## config.mk

```make
export PLATFORM = sky130hd
export DESIGN_NAME = l3_refill_ctrl
export DESIGN_NICKNAME = d
export VERILOG_FILES = /design/src/rtl/l3_refill_ctrl.sv
export SDC_FILE = /design/constraint.sdc
export NUM_CORES = 2
export LEC_CHECK = 0
export CORE_MARGIN = 3
export CORE_UTILIZATION = 45
export DETAILED_ROUTE_END_ITERATION = 6
export DONT_BUFFER_PORTS = 1
export GPL_ROUTABILITY_DRIVEN = 0
export PLACE_DENSITY = 0.66
export SLEW_MARGIN = 40
export SYNTH_ARGS = -nofsm -noshare
export SYNTH_HDL_FRONTEND = slang
export SYNTH_SLANG_ARGS = --single-unit
```

## constraint.sdc

```tcl
create_clock -name clk -period 16.3 [get_ports clk]
set_clock_uncertainty 0.1 [all_clocks]
set_input_delay 1.63 -clock clk [delete_from_list [all_inputs] [get_ports clk]]
set_output_delay 1.63 -clock clk [all_outputs]
set_load 0.005 [all_outputs]
```

## src/rtl/l3_refill_ctrl.sv

```systemverilog
// l3_refill_ctrl: L3 miss refill controller (miss queue, burst read, line assembly, fill, free); define L3_REFILL_ERR_CNT_EN to add err_cnt
module l3_refill_ctrl #(
  parameter int NUM_MSHR   = 32,
  parameter int ID_WIDTH   = 10,
  parameter int ADDR_WIDTH = 32,
  parameter int LINE_BYTES = 64,
  parameter int DATA_WIDTH = 256,
  parameter int QDEPTH     = 8
) (
  input  logic                          clk,
  input  logic                          rst,
  input  logic                          miss_valid,
  output logic                          miss_ready,
  input  logic [ADDR_WIDTH-1:0]         miss_addr,
  input  logic [ID_WIDTH-1:0]           miss_id,
  output logic                          ar_valid,
  input  logic                          ar_ready,
  output logic [ADDR_WIDTH-1:0]         ar_addr,
  output logic [ID_WIDTH-1:0]           ar_id,
  output logic [7:0]                    ar_len,
  input  logic                          r_valid,
  output logic                          r_ready,
  input  logic [DATA_WIDTH-1:0]         r_data,
  input  logic [ID_WIDTH-1:0]           r_id,
  input  logic                          r_last,
  input  logic [1:0]                    r_resp,
  output logic                          fill_valid,
  input  logic                          fill_ready,
  output logic [ADDR_WIDTH-1:0]         fill_addr,
  output logic [LINE_BYTES*8-1:0]       fill_data,
  output logic [ID_WIDTH-1:0]           fill_id,
  output logic                          fill_err,
  output logic                          free,
  output logic [ID_WIDTH-1:0]           free_id,
  output logic [$clog2(NUM_MSHR+1)-1:0] outstanding
`ifdef L3_REFILL_ERR_CNT_EN
  ,
  output logic [15:0]                   err_cnt
`endif
);
  localparam int BEATS = LINE_BYTES * 8 / DATA_WIDTH;
  localparam int LW = LINE_BYTES * 8;
  localparam int IW = $clog2(NUM_MSHR);
  localparam int QW = $clog2(QDEPTH);
  localparam int CW = $clog2(NUM_MSHR + 1);
  localparam int BW = $clog2(BEATS + 1);
  localparam logic [0:0] RX = 1'b0;
  localparam logic [0:0] FILL = 1'b1;

  logic [ADDR_WIDTH-1:0] q_addr [QDEPTH];
  logic [ID_WIDTH-1:0] q_id [QDEPTH];
  logic [ADDR_WIDTH-1:0] addr_tab [NUM_MSHR];
  logic [QW:0] wr_ptr, rd_ptr;
  logic empty, full, miss_hs, ar_hs, fill_hs, in_range, beat_err;
  logic [0:0] state;
  logic [BW-1:0] beat_cnt;
  logic [ID_WIDTH-1:0] cur_id;
  logic err;
  logic [LW-1:0] line;

  assign empty = wr_ptr == rd_ptr;
  assign full = (wr_ptr ^ rd_ptr) == {1'b1, {QW{1'b0}}};
  assign miss_ready = !full;
  assign miss_hs = miss_valid && !full;
  assign ar_valid = !empty && outstanding < CW'(NUM_MSHR);
  assign ar_hs = ar_valid && ar_ready;
  assign ar_addr = ar_valid ? q_addr[rd_ptr[QW-1:0]] : '0;
  assign ar_id = ar_valid ? q_id[rd_ptr[QW-1:0]] : '0;
  assign ar_len = ar_valid ? 8'(BEATS - 1) : 8'd0;

  assign r_ready = state == RX && !rst;
  assign in_range = beat_cnt < BW'(BEATS);
  assign beat_err = r_resp != 2'b00 || (r_last && beat_cnt != BW'(BEATS - 1)) ||
                    (beat_cnt != '0 && r_id != cur_id) || (!in_range && !r_last);

  assign fill_valid = state == FILL;
  assign fill_hs = fill_valid && fill_ready;
  assign fill_addr = fill_valid ? addr_tab[cur_id[IW-1:0]] : '0;
  assign fill_data = fill_valid ? line : '0;
  assign fill_id = fill_valid ? cur_id : '0;
  assign fill_err = fill_valid && err;

  // queue and address-table storage; validity comes from the pointers, so no reset needed
  always_ff @(posedge clk) begin
    if (miss_hs) begin
      q_addr[wr_ptr[QW-1:0]] <= miss_addr & ~ADDR_WIDTH'(LINE_BYTES - 1);
      q_id[wr_ptr[QW-1:0]] <= miss_id;
    end
    if (ar_hs) addr_tab[ar_id[IW-1:0]] <= ar_addr;
  end

  // queue pointers and count of reads issued but not yet filled
  always_ff @(posedge clk or posedge rst) begin
    if (rst) begin
      wr_ptr <= '0;
      rd_ptr <= '0;
      outstanding <= '0;
    end else begin
      wr_ptr <= wr_ptr + {{QW{1'b0}}, miss_hs};
      rd_ptr <= rd_ptr + {{QW{1'b0}}, ar_hs};
      outstanding <= outstanding + CW'(ar_hs) - CW'(fill_hs);
    end
  end

  // beat collection into the line buffer, then hold the line until the fill is taken
  always_ff @(posedge clk or posedge rst) begin
    if (rst) begin
      state <= RX;
      beat_cnt <= '0;
      cur_id <= '0;
      err <= 1'b0;
      line <= '0;
    end else if (state == RX) begin
      if (r_valid) begin
        if (beat_cnt == '0) cur_id <= r_id;
        if (in_range) line[beat_cnt*DATA_WIDTH +: DATA_WIDTH] <= r_data;
        err <= err | beat_err;
        state <= r_last ? FILL : RX;
        beat_cnt <= r_last ? '0 : in_range ? beat_cnt + 1'b1 : beat_cnt;
      end
    end else if (fill_ready) begin
      state <= RX;
      err <= 1'b0;
    end
  end

  // one-cycle retire pulse after each accepted fill
  always_ff @(posedge clk or posedge rst) begin
    if (rst) begin
      free <= 1'b0;
      free_id <= '0;
    end else begin
      free <= fill_hs;
      free_id <= fill_hs ? fill_id : '0;
    end
  end

`ifdef L3_REFILL_ERR_CNT_EN
  // saturating count of poisoned lines handed to the arrays
  always_ff @(posedge clk or posedge rst) begin
    if (rst) err_cnt <= '0;
    else if (fill_hs && err && err_cnt != 16'hFFFF) err_cnt <= err_cnt + 16'd1;
  end
`endif
endmodule

```

# Word-level counts from Yosys, hierarchy flattened
# Memories as Yosys holds them, arrays and structs flattened.
# Cells that the tools add are included.
word_totals:
  wordCells: 78
  inputBits: 317
  out_inout_bits: 626
  latchBits: 0
  ramBits: 1312
  rom_bits: 0
  memories: 3
  regBits: 551
mem_list:
  columns: ["name", "words", "width", "read_ports", "rd_clocked_by_memory_dff", "write_ports", "line_no", "source"]
  rows:
  - ["addr_tab", 32, 32, 1, 0, 1, "52", "logic [ADDR_WIDTH-1:0] addr_tab [NUM_MSHR];"]
  - ["q_addr", 8, 26, 1, 0, 1, "50", "logic [ADDR_WIDTH-1:0] q_addr [QDEPTH];"]
  - ["q_id", 8, 10, 1, 0, 1, "51", "logic [ID_WIDTH-1:0] q_id [QDEPTH];"]
op_classes:
  reduce_logical: 26
  n_lt_le_gt_ge: 2
  shifts: 2
  bitwise: 3
  add_sub_neg: 6
  multipliers: 0
  n_div: 0
  n_mux: 21
  eq_ne: 5
op_table:
  columns: ["operator", "n"]
  rows:
  - ["$bwmux 512", 1]
  - ["$mux 512", 1]
  - ["$shift 256x34->512 const A", 1]
  - ["$shiftx 256x34->512", 1]
  - ["$mux 32", 2]
  - ["$neg 10->34", 1]
  - ["$mux 10", 3]
  - ["$mux 1", 12]
  - ["$ne 10x10->1", 1]
  - ["$logic_and 1x1->1", 9]
  - ["$reduce_and 3->1", 3]
  - ["$add 4x1->4", 2]
  - ["$reduce_bool 2->1", 4]
  - ["$add 6x1->6", 1]
  - ["$lt 6x6->1 const B", 1]
  - ["$sub 6x1->6", 1]
  - ["$logic_not 1->1", 5]
  - ["$eq 4x4->1", 1]
  - ["$eq 4x4->1 const B", 1]
  - ["$mux 2", 2]
  - ["$xor 4x4->4", 1]
  - ["$logic_or 1x1->1", 3]
  - ["$add 2x1->2 const B", 1]
  - ["$logic_not 2->1", 1]
  - ["other kinds (6)", 6]

# Longest topological paths before layout
logic_depth:
  word_depth: 8
  ltp_mapped: 15
  ltp_nobuf: 13

# Worst setup path before layout
# Ideal clock, no wire load.
synth_timing:
  kind: "in2reg"
  from: "input miss_valid"
  to: "memory q_addr[0][0] in the netlist's numbering, enable pin"
  t_arrival_ns: 4.508
  path_stages: 4
  path_slack_ns: 11.218
  path_buffers: 0
  cell_sequence: "inv_1 a41oi_1 nand2b_1 nor3_1"
synth_via:
  elab_chain_len: 3
synth_rtl:
  columns: ["element", "line_no", "source"]
  rows:
  - ["start: declaration", "12", "input logic miss_valid,"]
  - ["$logic_and 1x1->1", "64", "assign miss_hs = miss_valid && !full;"]
  - ["$mux 1", "85", "if (miss_hs) begin"]
  - ["$mux 1 (implied by the code)", "86", "q_addr[wr_ptr[QW-1:0]] <= miss_addr & ~ADDR_WIDTH'(LINE_BYTES - 1);"]
  - ["end: declaration", "50", null]
# No other way between the ends.

# Worst setup path in the final report
layout_timing:
  from: "register cur_id[0]"
  to: "output fill_addr[27]"
layout_via:
  elab_chain_len: 2
layout_rtl:
  columns: ["element", "line_no", "source"]
  rows:
  - ["start: declaration", "57", "logic [ID_WIDTH-1:0] cur_id;"]
  - ["start signal: assignment", "115", "if (beat_cnt == '0) cur_id <= r_id;"]
  - ["$mem_v2 32x32", null, null]
  - ["$mux 32", "78", "assign fill_addr = fill_valid ? addr_tab[cur_id[IW-1:0]] : '0;"]
  - ["end: declaration", "29", "output logic [ADDR_WIDTH-1:0] fill_addr,"]
# No other way between the ends.

==> flow_metrics.py <==
metrics = {
    "critical_path": {
        "arrival_ps": 4690,
        "crit_path_max_fanout": 44,
        "setup.worst_path.start_class": "flop",
        "r2r_slack_ps": 11850,
        "required_ps": 14570,
        "criticalPathCategory": "reg -> out",
        "worstReg2RegEnd": "line[469]$_DFFE_PP0P_",
        "r2r-start": "fill_valid$_DFF_PP0_",
        "cp-end-kind": "output pin",
        "worst-r2r-cell-count": 7,
    },
    "detailed_routing": {
        "wirelength_mm": 207,
        "route.vias.total": 40300,
        "ant_nets": 0,
        "firstDrtPassIters": 7,
        "vias_per_cell": 5.72,
        "drc": 0,
        "post_drt_wl_per_cell_um": 29.4,
        "drt-initial-drc-count": 4077,
    },
    "synthesis": {
        "syn_avg_cell_area_um2": 14.0,
        "ys.flop_type": "edfxtp_1",
        "ys_types": 43,
        "synth_area_leaders": "edfxtp_1 (49%), dfrtp_1 (20%), mux4_2 (8.4%)",
        "yosysWarningCount": 0,
        "syn_inst": 4870,
        "async_flop_share_pct": 33.0,
        "ys_ff_latch": 1671,
        "synth_top_area_share_pct": 49.2,
        "yosysTopAreaCell": "edfxtp_1",
        "synth-edff-count": 1120,
        "synthesis.area_um2": 68300,
        "ys_seq_area_share_pct": 69.4,
    },
    "clock_tree": {
        "cts_hold_buf": 0,
        "cts-resized-gates": 0,
        "postCtsSetupRepairBufs": 0,
        "clock_sinks": 1671,
        "clock_latency_ps": 790,
        "clk_pin_slew_ps": 60,
        "cts_root_buf": "clkbuf_16",
        "cts_tree": "built",
        "htree_levels": 4,
        "cts_buffers": 170,
        "clockBufferDepth": 3,
    },
    "pwr": {
        "p_per_area_nw_per_um2": 186,
        "clock_power_share_pct": 26.8,
        "vdd_ir_drop_max_mv": 0.131,
        "seq_power_share_pct": 43.8,
        "p_leak_uw": 0.0276,
        "switchingPower_uw": 4790,
        "p_comb_share_pct": 29.4,
        "swShare_pct": 33.6,
        "p_int_uw": 9450,
    },
    "min_path": {
        "worstHoldPathCells": 2,
        "hp-class": "reg -> reg",
        "min_to": "line[209]$_DFFE_PP0P_",
        "min_from": "line[209]$_DFFE_PP0P_",
    },
    "global_route": {
        "grt_usage_pct": 26.2,
        "antenna_found_initial": 63,
        "grt.busiest_layer": "met2",
        "met1_usage_pct": 33.0,
        "grt_max_degree": 154,
        "grt_use_met2_pct": 39.0,
        "grt_pass1_wl_mm": 295,
        "met3_usage_pct": 12.2,
        "first_global_vias": 39300,
        "gr-total-overflow": 0,
    },
    "outcome": {
        "status": "complete, no violations",
    },
    "final_layout": {
        "ff_latch_area_um2": 47400,
        "multi_input_area_um2": 19600,
        "final_core_util_pct": 50.9,
        "fillCellCount": 12600,
        "drive_gt1_share_pct": 14.8,
        "final_nets": 5159,
        "final_area_um2": 76500,
        "areaGrowthSynthToFinish_pct": 12.0,
    },
    "placement": {
        "dp_hpwl_mm": 138,
        "place_ws_ps": 10620,
        "place_area_um2": 70800,
        "port_buffers": 0,
    },
    "sta": {
        "final.min_clock_period_ps": 6420,
        "fin_ws_ps": 9880,
        "timing.fmax_ghz": 0.156,
        "period_share_pct": 39.4,
        "tns_ps": 0,
        "rsz0062_at_grt": "no",
        "drv_slew": 0,
        "relSlewSlack_pct": 43.5,
        "worstMarginPinSlew_ps": 847,
        "setup_viol": 0,
        "hold_viol": 0,
    },
    "floorplan": {
        "die_h_um": 396,
        "start_util_pct": 45.4,
        "design.core.area_um2": 150000,
        "die_area_um2": 156000,
        "dieWidth_um": 396,
        "num_io_pins": 943,
        "row_count": 142,
    },
    "flow_run": {
        "drv_cap": 0,
    },
}
[final cells by class]
class	instances	share of cell area, %
Antenna cell	73	0.239
Clock buffer	228	6.18
Clock inverter	79	0.885
Inverter	23	0.118
Multi-Input combinational cell	2836	25.7
Sequential cell	1671	62.0
Tap cell	2016	3.30
Timing Repair Buffer	125	1.56
[placed cells by master, fill, tap and decap left out, drive strengths merged, types with 63 or more instances in the layout]
master	instances
edfxtp	1120
nand2	1037
dfrtp	551
and2	524
o21ai	517
mux4	254
clkbuf	228
mux2i	140
buf	125
diode	73
nor3	63
[registers in the layout, indices dropped and copies added (netlist names)]
name and count:
q_addr 208, q_id 80, free 1, outstanding 6, rd_ptr 4, err 1
wr_ptr 4, beat_cnt 2, line 512, free_id 10, cur_id 10, fill_valid 1
addr_tab 832
[routing by layer]
metal	vias to the layer above	wire (µm)
met5	-	849
met4	46	8790
met3	450	26500
met2	1884	94100
met1	20600	77200
li1	17400	-
[synthesized netlist by cell type, types with 8 or more instances]
library cell     n
edfxtp_1      1120
nand2_1       1037
dfrtp_1        551
and2_1         524
o21ai_0        517
clkbuf_1       258
mux4_2         254
mux2i_1        140
nor3_1          63
a22oi_1         52
nor2_1          47
buf_2           34
a21oi_1         33
buf_4           30
buf_1           27
o22ai_1         26
inv_1           20
mux2_2          20
mux2_1          16
ha_1            14
xor2_1          13
and3_1          10
xnor2_1         10
buf_6            8
[cell families (layout without fill, tap and decap cells)]
group                    count (synthesis)  in the layout  share of synthesized area, %
multiplexers                           430            430                          11.0
other                                    1             92                       0.00549
adder cells (fa/ha/maj)                 15             15                         0.286
AO/OA/AOI/OAI                          644            644                          5.02
buffers and inverters                  381            455                          2.41
flip-flops                            1671           1671                          69.4
AND/OR/NAND/NOR                       1705           1705                          11.5
XOR/XNOR                                23             23                         0.295
[how the worst max path moves through the flow]
stage                     startpoint                       to  depth (start not counted)
2_1_floorplan                    rst  beat_cnt[0]$_DFFE_PP0P_                          1
3_3_place_gp   cur_id[0]$_DFFE_PP0P_            fill_addr[28]                          6
3_5_place_dp   cur_id[0]$_DFFE_PP0P_            fill_addr[28]                          6
4_1_cts        cur_id[0]$_DFFE_PP0P_            fill_addr[28]                          6
5_1_grt        cur_id[0]$_DFFE_PP0P_            fill_addr[30]                          6
6_report       cur_id[0]$_DFFE_PP0P_            fill_addr[27]                          6
[through the flow]
step	power, µW	instances	hold slack, ps
detailed placement	10500	6666	362
global placement	10300	6662	354
finish	14200	7051	369
global route	15000	7018	393
CTS	14300	6973	375
floorplan	9020	4888	342
[power groups by stage]
stage / clock (µW) / combinational, µW / sequential [µW]
floorplan: 0 / 2910 / 6100
global placement: 0 / 4070 / 6270
detailed placement: 0 / 4200 / 6310
CTS: 3890 / 4200 / 6240
global route: 4050 / 4590 / 6310
finish: 3820 / 4190 / 6230
[worst max-delay path, cell delays in order, from the launching register on]
cell     delay (ps)
dfrtp_4         920
buf_4           690
buf_6           590
mux4_2          590
mux4_2          560
o22ai_1         310
nor3_1          160
(Power assumes the default switching activity.)
